[src/rtl/sqrt_iter_pkg.sv]
// Shared definitions for the iterative square-root unit.
//   state_t     : control FSM encoding (IDLE / RUN / DONE)
//   sqrt_out_w  : root width for a given radicand width and fractional bits
//   sqrt_cfg_ok : elaboration-time legality check of the parameter set
package sqrt_pkg;

    typedef enum logic [1:0] {
        IDLE,
        RUN,
        DONE
    } state_t;

    function automatic int sqrt_out_w(input int width, input int frac);
        return width / 2 + frac;
    endfunction

    // WIDTH must be even and >= 2, and STEPS must divide the root width.
    function automatic bit sqrt_cfg_ok(input int width, input int frac, input int steps);
        int ow;
        ow = sqrt_out_w(width, frac);
        return (width >= 2) && (width % 2 == 0) && (frac >= 0) &&
               (steps >= 1) && (steps <= ow) && (ow % steps == 0);
    endfunction

endpackage

[src/rtl/sqrt_iter_if.sv]
// Streaming handshake bundle for sqrt_iter.
//   in_valid/in_ready/in_x            : radicand input channel
//   out_valid/out_ready/out_root/out_rem : result output channel
//   busy                              : unit is iterating
// slave  : the square-root unit side
// master : the producer/consumer side
interface sqrt_iter_if
    import sqrt_pkg::*;
#(
    parameter int WIDTH     = 32,
    parameter int FRAC_BITS = 0
);
    localparam int OUT_W = sqrt_out_w(WIDTH, FRAC_BITS);

    logic             in_valid;
    logic             in_ready;
    logic [WIDTH-1:0] in_x;
    logic             out_valid;
    logic             out_ready;
    logic [OUT_W-1:0] out_root;
    logic [OUT_W:0]   out_rem;
    logic             busy;

    modport slave (
        input  in_valid, in_x, out_ready,
        output in_ready, out_valid, out_root, out_rem, busy
    );

    modport master (
        output in_valid, in_x, out_ready,
        input  in_ready, out_valid, out_root, out_rem, busy
    );

endinterface

[src/rtl/sqrt_iter_step.sv]
// One restoring square-root digit step (purely combinational).
//   rem_i  : partial remainder so far (OUT_W+1 bits)
//   root_i : partial root so far
//   pair_i : next two radicand bits, MSB pair first
//   rem_o / root_o : updated remainder and root
module sqrt_step #(
    parameter int OUT_W = 16
) (
    input  logic [OUT_W:0]   rem_i,
    input  logic [OUT_W-1:0] root_i,
    input  logic [1:0]       pair_i,
    output logic [OUT_W:0]   rem_o,
    output logic [OUT_W-1:0] root_o
);
    localparam int RW = OUT_W + 1;

    logic [OUT_W+2:0] rem_sh;
    logic [OUT_W+2:0] trial;
    logic             ge;

    always_comb begin
        rem_sh = {rem_i, pair_i};
        trial  = {1'b0, root_i, 2'b01};
        ge     = (rem_sh >= trial);
        // The updated remainder never exceeds 2*root, so it always fits OUT_W+1 bits.
        rem_o  = ge ? RW'(rem_sh - trial) : rem_sh[OUT_W:0];
        root_o = (root_i << 1) | OUT_W'(ge);
    end

endmodule

[src/rtl/sqrt_iter.sv]
// Iterative integer / fixed-point square root with valid/ready streaming.
//   clk, reset : rising-edge clock, synchronous active-high reset
//   bus        : sqrt_iter_if slave (in_valid/in_ready/in_x,
//                out_valid/out_ready/out_root/out_rem, busy)
// Result: out_root = floor(sqrt(x * 4^FRAC_BITS)), out_rem = x*4^FRAC_BITS - root^2,
// available OUT_W/STEPS cycles after accept.
module sqrt_iter
    import sqrt_pkg::*;
#(
    parameter int WIDTH     = 32,
    parameter int FRAC_BITS = 0,
    parameter int STEPS     = 1
) (
    input  logic       clk,
    input  logic       reset,
    sqrt_iter_if.slave bus
);
    localparam int OUT_W = sqrt_out_w(WIDTH, FRAC_BITS);
    localparam int EXT_W = 2 * OUT_W;
    localparam int N_CYC = OUT_W / STEPS;
    localparam int CNT_W = $clog2(N_CYC + 1);

    if (!sqrt_cfg_ok(WIDTH, FRAC_BITS, STEPS)) begin : g_cfg_err
        $error("sqrt_iter: WIDTH must be even and >= 2, and STEPS must divide OUT_W");
    end

    state_t           state_q, state_d;
    logic [EXT_W-1:0] x_q, x_d;
    logic [OUT_W-1:0] root_q, root_d, root_nxt;
    logic [OUT_W:0]   rem_q, rem_d, rem_nxt;
    logic [CNT_W-1:0] cnt_q, cnt_d;
    logic             in_ready;
    logic             accept;

    // STEPS digit stages chained within one cycle; stage g consumes radicand pair g.
    for (genvar g = 0; g < STEPS; g++) begin : g_step
        logic [OUT_W:0]   rem_in, rem_out;
        logic [OUT_W-1:0] root_in, root_out;

        if (g == 0) begin : g_first
            assign rem_in  = rem_q;
            assign root_in = root_q;
        end else begin : g_next
            assign rem_in  = g_step[g-1].rem_out;
            assign root_in = g_step[g-1].root_out;
        end

        sqrt_step #(
            .OUT_W (OUT_W)
        ) u_step (
            .rem_i  (rem_in),
            .root_i (root_in),
            .pair_i (x_q[EXT_W-1-2*g -: 2]),
            .rem_o  (rem_out),
            .root_o (root_out)
        );
    end

    assign rem_nxt  = g_step[STEPS-1].rem_out;
    assign root_nxt = g_step[STEPS-1].root_out;

    always_comb begin
        // Gated by reset so the unit never advertises readiness during the reset cycle.
        in_ready = !reset && ((state_q == IDLE) || ((state_q == DONE) && bus.out_ready));
        accept   = in_ready && bus.in_valid;

        state_d = state_q;
        x_d     = x_q;
        root_d  = root_q;
        rem_d   = rem_q;
        cnt_d   = cnt_q;

        case (state_q)
            IDLE, DONE: begin
                if (accept) begin
                    // Extended radicand is x << 2*FRAC_BITS, left-aligned in EXT_W bits.
                    x_d                    = '0;
                    x_d[EXT_W-1 -: WIDTH]  = bus.in_x;
                    root_d                 = '0;
                    rem_d                  = '0;
                    cnt_d                  = CNT_W'(N_CYC);
                    state_d                = RUN;
                end else if ((state_q == DONE) && bus.out_ready) begin
                    state_d = IDLE;
                end
            end
            RUN: begin
                x_d    = x_q << (2 * STEPS);
                root_d = root_nxt;
                rem_d  = rem_nxt;
                cnt_d  = cnt_q - CNT_W'(1);
                if (cnt_q == CNT_W'(1)) begin
                    state_d = DONE;
                end
            end
            default: state_d = IDLE;
        endcase
    end

    always_ff @(posedge clk) begin
        if (reset) begin
            state_q <= IDLE;
            x_q     <= '0;
            root_q  <= '0;
            rem_q   <= '0;
            cnt_q   <= '0;
        end else begin
            state_q <= state_d;
            x_q     <= x_d;
            root_q  <= root_d;
            rem_q   <= rem_d;
            cnt_q   <= cnt_d;
        end
    end

    assign bus.in_ready  = in_ready;
    assign bus.out_valid = (state_q == DONE);
    assign bus.busy      = (state_q == RUN);
    assign bus.out_root  = root_q;
    assign bus.out_rem   = rem_q;

endmodule

[src/flat_wrapper.sv]
// flat-port wrapper written by rule: the top's interface ports become plain ports
module sqrt_iter_flat import sqrt_pkg::*;
#(
    parameter int WIDTH     = 32,
    parameter int FRAC_BITS = 0,
    parameter int STEPS     = 1
)
  (clk, reset, bus_in_valid, bus_in_x, bus_out_ready, bus_in_ready, bus_out_valid, bus_out_root, bus_out_rem, bus_busy);
  sqrt_iter_if #(.WIDTH(WIDTH), .FRAC_BITS(FRAC_BITS)) bus_i ();
  input  logic clk;
  input  logic reset;
  input wire logic [$bits(bus_i.in_valid)-1:0] bus_in_valid;
  input wire logic [$bits(bus_i.in_x)-1:0] bus_in_x;
  input wire logic [$bits(bus_i.out_ready)-1:0] bus_out_ready;
  output wire logic [$bits(bus_i.in_ready)-1:0] bus_in_ready;
  output wire logic [$bits(bus_i.out_valid)-1:0] bus_out_valid;
  output wire logic [$bits(bus_i.out_root)-1:0] bus_out_root;
  output wire logic [$bits(bus_i.out_rem)-1:0] bus_out_rem;
  output wire logic [$bits(bus_i.busy)-1:0] bus_busy;
  assign bus_i.in_valid = bus_in_valid;
  assign bus_i.in_x = bus_in_x;
  assign bus_i.out_ready = bus_out_ready;
  assign bus_in_ready = bus_i.in_ready;
  assign bus_out_valid = bus_i.out_valid;
  assign bus_out_root = bus_i.out_root;
  assign bus_out_rem = bus_i.out_rem;
  assign bus_busy = bus_i.busy;
  sqrt_iter #(.WIDTH(WIDTH), .FRAC_BITS(FRAC_BITS), .STEPS(STEPS)) u_core (.clk(clk), .reset(reset), .bus(bus_i));
endmodule
[config.mk]
export PLATFORM = sky130hd
export DESIGN_NAME = sqrt_iter_flat
export DESIGN_NICKNAME = d
export VERILOG_FILES = /design/src/rtl/sqrt_iter_pkg.sv /design/src/rtl/sqrt_iter_if.sv /design/src/rtl/sqrt_iter_step.sv /design/src/rtl/sqrt_iter.sv /design/src/flat_wrapper.sv
export SDC_FILE = /design/constraint.sdc
export NUM_CORES = 1
export LEC_CHECK = 0
export BUFFER_PORTS_ARGS = -buffer_cell sky130_fd_sc_hd__buf_2
export CELL_PAD_IN_SITES_DETAIL_PLACEMENT = 0
export CELL_PAD_IN_SITES_GLOBAL_PLACEMENT = 1
export CORE_MARGIN = 2
export CORE_UTILIZATION = 40
export CTS_BUF_LIST = sky130_fd_sc_hd__clkbuf_8
export DETAILED_ROUTE_END_ITERATION = 8
export PLACE_DENSITY_LB_ADDON = 0.15
export SLEW_MARGIN = 20
export SYNTH_ARGS = -nofsm -noshare
export SYNTH_HDL_FRONTEND = slang
export SYNTH_HIERARCHICAL = 1
export SYNTH_SLANG_ARGS = --single-unit
[constraint.sdc]
create_clock -name clk -period 2.5 [get_ports clk]
set_input_delay 0.125 -clock clk [delete_from_list [all_inputs] [get_ports clk]]
set_output_delay 0.125 -clock clk [all_outputs]
set_load 0.01 [all_outputs]
==> results by group, run 1 <==
Finish
  – Fraction of layout cells with a size suffix above 1: 0.323
  – Synth-to-Final Area Change: 28.0%
  – Antenna cells: 0
  – Fill count: 1168
  – Sequential cell area: 0.00147 mm²
  – Multi-input gate area: 0.00319 mm²
  – Nets: between 700 and 800
  – Most frequent cells in the layout: buf_4 (78), buf_2 (71), nand2_1 (66)
  – Most common cell after layout, fill and taps aside: buf_4
  – Design area: 0.00627 mm²

Synthesis
  – Largest cells by area after synthesis: dfxtp_1 (29%), a221o_1 (6.1%), a32oi_1 (5.9%)
  – Most frequently used flop master after synthesis: dfxtp_1
  – Synth Net Count: ~670
  – Number of synthesized flops with an enable pin: 0
  – Number of library cell types mapped by synthesis: just under 60
  – Seq/Total Area, Yosys: 0.294
  – Mean Syn Cell Area: 8.01 µm²
  – Mapped Area: 0.00490 mm²
  – Post-synth top area share: 0.294
  – Synthesis Warnings: 6
  – Post-synthesis register bit count: 72
  – Post-synthesis async set-or-reset flop share: 0
  – Cell taking the most area after synthesis: dfxtp_1
  – Syn Inst Count: between 600 and 700

Global routing
  – Vias in the first global route: between 4000 and 5000
  – Largest net degree at the start of global routing: 46
  – Initial antenna violation count: 0
  – Total gr overflow: 0
  – GRT Util Overall: 0.232
  – First-pass GRT wire length: between 20 and 25 mm

Drt
  – Post-route ant nets: 0
  – Iter 0 DRT Violations: 264
  – Vias per cell: around 5.8
  – Routed len/inst: 17.2 µm
  – Vias: between 5000 and 6000
  – # DRC: 0
  – Detailed Routing Iterations Pass 1: 5
  – Final WL: 15.0 mm

Critical path
  – CP endpoint kind: register
  – Reg2Reg Depth: 11
  – Flop-to-flop setup slack: 10 ps
  – Crit-path slowest cell: dfxtp_4
  – CP bufs+invs: 2
  – Worst EP required: 2730 ps
  – Crit path DAT: 2720 ps
  – R2R Path End: u_core/bus.out_rem[4]
  – CP top delay family: compound AO/OA/AOI/OAI gates
  – CP max stage delay: 350 ps
  – Maximum fanout along the worst path: 9
  – CP Class: register to register
  – Worst path cell trace: inv_2 -> ha_4 -> a21oi_4 -> o21ai_2 -> a311o_1 -> a21o_1 -> a21boi_4 -> buf_8 -> mux2_2 -> a32oi_1 -> a21oi_1
  – Critical Path Start Type: register
  – Reg2reg start: u_core/bus.out_root[8]

Run status
  – Run status: finished, final reports clean

Die
  – Die X-Extent: 115 µm
  – Die ar.: 0.0132 mm²
  – Std-Cell Rows: 40
  – CORE AREA: 0.0120 mm²
  – Die H: 115 µm
  – Top-level I/O count: approximately 70
  – Initial Utilization: 0.410

Clock network
  – Worst skew pair latency: 360 ps
  – H-Tree Depth: 3
  – CTS tree: built
  – CTS clk-pin slew, worst paths: approximately 80 ps
  – CTS Root Cell: clkbuf_8
  – Sink Count: 72
  – TritonCTS buffer count: 9
  – CTS max path bufs: 2

Power and ir drop
  – Clk pwr share: 0.086
  – Cell Int Power: about 6.6 mW
  – Peak supply drop: between 0.001 and 0.0015 V
  – Pwr/cell area: 1710 mW/mm²
  – Psw: 4.18 mW
  – Leak: 2.63 nW
  – Combinational share of power: 0.771
  – Net Sw Frac: 0.388
  – Sequential share of power: 0.143

Hold path
  – Hold path startpoint: bus_in_x[5]
  – Hold Path Class: primary input to register
  – Hold Path End: u_core/x_q[5]
  – Hold depth: 3

STA
  – Clock Skew: between 8 and 9 ps
  – Fin. max-slew vios: 0
  – Highest Clock Rate: 0.402 GHz
  – Max_slew headroom: 0.676
  – Worst slew pin tran: 487 ps
  – Setup TNS: 0 ps
  – Final Hold Fails: 0
  – Final Setup Violations: 0
  – Final min period: 2490 ps
  – Final Cycle Share: 0.995
  – Unrepaired setup endpoints after global routing: true

Placed design
  – Placer Congestion: 0.867
  – I/O Buffers: 71
  – HPWL after DPL: 9.89 mm
  – Dpl cell area: about 0.0057 mm²

Run
  – Maxcap violations: 0
==> registers in the layout, summed over array words and instances (netlist names) <==
register,cells
u_core/x_q,32
u_core/bus.out_rem,17
u_core/bus.out_root,16
u_core/cnt_q,5
u_core/state_q,2
==> worst max path at each step <==
stage | from | to | slack, ps | depth (start not counted)
floorplan | u_core/bus.out_root[13] | u_core/bus.out_rem[11] | 2 | 11
global placement | u_core/bus.out_root[3] | u_core/bus.out_rem[16] | 30 | 10
detailed placement | u_core/bus.out_root[8] | u_core/bus.out_rem[5] | -10 | 11
CTS | u_core/bus.out_root[11] | u_core/bus.out_rem[5] | -7 | 12
global route | u_core/bus.out_root[8] | u_core/bus.out_rem[7] | -80 | 11
finish | u_core/bus.out_root[8] | u_core/bus.out_rem[4] | 10 | 11
==> worst register-to-register path: cells and delay by family, from the launching register on <==
| family | cells | cell delay (ps) |
|---|---|---|
| adders and majority gates | 1 | 230 |
| AOI/OAI and AO/OA | 7 | 1220 |
| muxes | 1 | 350 |
| buffers and inverters | 2 | 210 |
| DFF | 1 | 350 |
==> cells by family after synthesis <==
kind of cell             count (synthesis)  synth area share
AO/OA/AOI/OAI                          185             0.278
AND/OR/NAND/NOR                        207             0.203
multiplexers                            19            0.0477
buffers and inverters                   95             0.102
XOR/XNOR                                14            0.0250
adder cells (fa/ha/maj)                 20            0.0511
flip-flops                              72             0.294
==> what timing repair did <==
item,in CTS,in global routing
pin swaps,8,15
setup endpoints to repair,6,16
gates resized for setup,13,19
buffers inserted,7,4
gates cloned,1,0
hold buffers,15,0
hold endpoints to repair,15,0
==> through the flow <==
step | instances | total power [mW] | hold WS (ps) | util | worst slack [ps]
after global routing | 874 | 11.6 | 9.61 | 0.524 | -80.3
final | 874 | 10.8 | 14.3 | 0.524 | 13.0
after CTS | 872 | 11.1 | 0.259 | 0.516 | -6.55
after global placement | 834 | 8.86 | 352 | 0.477 | 34.8
after floorplan | 612 | 6.99 | 271 | - | 1.52
after detailed placement | 834 | 8.89 | 362 | 0.477 | -12.9
==> cell usage after synthesis (20+ instances only) <==
cell	count
dfxtp_1	72
nand2_1	67
a21oi_1	50
nor2_1	44
nand3_1	35
a32oi_1	33
nor2b_1	33
a31oi_1	31
a221o_1	30
inv_1	26
clkbuf_1	23
buf_2	21
ha_1	20
==> routing by layer <==
| metal | vias up | routed length [µm] | track usage |
|---|---|---|---|
| met4 | 0 | 303 | 0.0691 |
| met5 | - | 0 | 0 |
| met3 | 17 | 600 | 0.0471 |
| met2 | 123 | 7820 | 0.427 |
| met1 | 2451 | 6300 | 0.271 |
| li1 | 2447 | - | - |
==> area by class of cell <==
type                    instances  share of cell area
clock buffers                  10              0.0219
flip-flops and latches         72               0.234
multi-input cells             445               0.509
well taps                     147              0.0293
inverters                      28              0.0170
repair buffers                167               0.181
clock inverters                 5             0.00798
==> power groups by stage <==
| stage | Combinational, mW | Sequential, mW | Clock, mW |
|---|---|---|---|
| 2_1_floorplan | 5.36 | 1.63 | 0 |
| 3_3_place_gp | 7.33 | 1.53 | 0 |
| 3_5_place_dp | 7.35 | 1.54 | 0 |
| 4_1_cts | 8.60 | 1.52 | 0.959 |
| 5_1_grt | 9.00 | 1.56 | 1.01 |
| 6_report | 8.29 | 1.54 | 0.927 |
(Power assumes the default switching activity.)
==> run 2: changes to the inputs <==
==> constraint.sdc (replaced) <==
create_clock -name clk -period 2.5 [get_ports clk]
set_input_delay 0 -clock clk [delete_from_list [all_inputs] [get_ports clk]]
set_output_delay 0 -clock clk [all_outputs]
set_load 0.01 [all_outputs]
==> results by group, run 2 (synthesized netlist as in run 1, its figures left out) <==
Run status
  – Run status: complete, but fails checks
  – Failing checks: setup timing

Die
  – Die H: 115 µm
  – Top-level I/O count: 72
  – CORE AREA: between 0.01 and 0.015 mm²
  – Std-Cell Rows: 40
  – Die X-Extent: 115 µm
  – Initial Utilization: 0.410
  – Die ar.: 0.0132 mm²

Drt
  – # DRC: 0
  – Detailed Routing Iterations Pass 1: 4
  – Final WL: 15.0 mm
  – Post-route ant nets: 0
  – Vias per cell: 5.64
  – Routed len/inst: 16.9 µm
  – Vias: 5022
  – Iter 0 DRT Violations: 283

Critical path
  – Launch point of the worst path: u_core/bus.out_root[8]
  – Worst EP required: 2720 ps
  – Crit path DAT: approximately 2800 ps
  – Flop-to-flop setup slack: -40 ps
  – CP Class: register to register
  – Reg2reg start: u_core/bus.out_root[8]
  – Maximum fanout along the worst path: 7
  – CP endpoint kind: register
  – Critical Path Start Type: register

Clock network
  – CTS clk-pin slew, worst paths: 80 ps
  – Sink Count: between 70 and 80
  – CTS tree: built
  – CTS max path bufs: 2
  – CTS Root Cell: clkbuf_8
  – TritonCTS buffer count: 9
  – H-Tree Depth: 3
  – Worst skew pair latency: 370 ps

Global routing
  – First-pass GRT wire length: between 20 and 25 mm
  – GRT Util Overall: 0.229
  – Vias in the first global route: around 5000
  – Largest net degree at the start of global routing: 73
  – Total gr overflow: 0
  – Initial antenna violation count: 0

STA
  – Post-route setup slack: -35.3 ps
  – Highest Clock Rate: 0.394 GHz
  – Final Setup Violations: 5
  – Max_slew headroom: 0.474
  – Fin. max-slew vios: 0
  – Unrepaired setup endpoints after global routing: true
  – Final Hold Fails: 0
  – Worst slew pin tran: 789 ps
  – Final Cycle Share: 1.01
  – Final min period: 2540 ps
  – Clock Skew: 7.04 ps

Power and ir drop
  – Total Power: 11.7 mW
  – Leak: 2.75 nW
  – Pwr/cell area: 1780 mW/mm²
  – Peak supply drop: between 0.001 and 0.0015 V

Finish
  – Most frequent cells in the layout: buf_4 (74), buf_2 (71), nand2_1 (67)
  – Most common cell after layout, fill and taps aside: buf_4
  – Antenna cells: 0
  – Nets: around 790
  – Fill count: 1120
  – Design area: 0.00655 mm²
  – Biggest register: u_core/x_q
  – Max reg flops: 32
  – Synth-to-Final Area Change: 33.6%
  – Fraction of layout cells with a size suffix above 1: 0.326

Hold path
  – Hold Path Class: primary input to register
  – Hold path startpoint: bus_in_valid

Run
  – Maxcap violations: 0

Placed design
  – Dpl cell area: 0.00569 mm²
  – Placer Congestion: 0.859
  – I/O Buffers: 71
  – HPWL after DPL: 9.62 mm
==> run 2: power breakdown <==
group | leakage, nW | switching (mW) | internal, mW
Combinational | 2.03 | 3.68 | 5.25
Clock | 0.130 | 0.485 | 0.717
Sequential | 0.599 | 0.187 | 1.35
==> run 2: critical path, stage by stage (launching register included) <==
cell and delay, ps:
dfxtp_4 350, inv_2 40, ha_4 230, a21oi_4 130, o21ai_2 80, a311o_1 350, a21o_1 200, a21boi_4 240
clkbuf_16 210, mux2_4 300, a32oi_1 160, a21oi_1 90
==> run 2: layout make-up <==
cell class,instances,area [µm²],share of cell area
clock buffers,11,151,0.0231
clock inverters,5,101,0.0155
inverters,28,106,0.0162
multi-input cells,445,3220,0.491
flip-flops and latches,72,1470,0.225
well taps,147,184,0.0281
repair buffers,182,1320,0.201
==> run 2: final timing paths <==
check,endpoint,depth (start not counted)
hold / removal,u_core/cnt_q[0],4
hold reg to reg,u_core/x_q[31],2
setup reg to reg,u_core/bus.out_rem[5],11
setup / recovery,u_core/bus.out_rem[5],11
==> run 2: routing by layer <==
metal / wire length (µm) / share of wire / GRT usage
met1: 6370 / 0.42 / 0.273
met2: 7600 / 0.51 / 0.404
met3: 541 / 0.036 / 0.0296
met4: 502 / 0.033 / 0.115
met5: 0 / 0 / 0
==> run 2: per-stage QoR <==
step                setup slack (ps)  TNS (ps)  instances  hold WS, ps  utilization
floorplan                       1.52         0        612          146            -
global placement                18.4         0        833          226        0.476
detailed placement             -29.7      -140        833          246        0.476
CTS                            -22.4     -54.3        882          153        0.526
global route                    -110     -1100        890          196        0.547
finish                         -35.3      -119        890          158        0.547
==> run 2: repair_timing <==
action                                  4_1_cts  5_1_grt
buffers inserted                              0        7
pin swaps                                     0       33
hold buffers                                 33        0
cloned                                        0        1
gates resized for setup                       5       37
hold endpoints to repair                     33        0
endpoints found under the setup margin       11       17
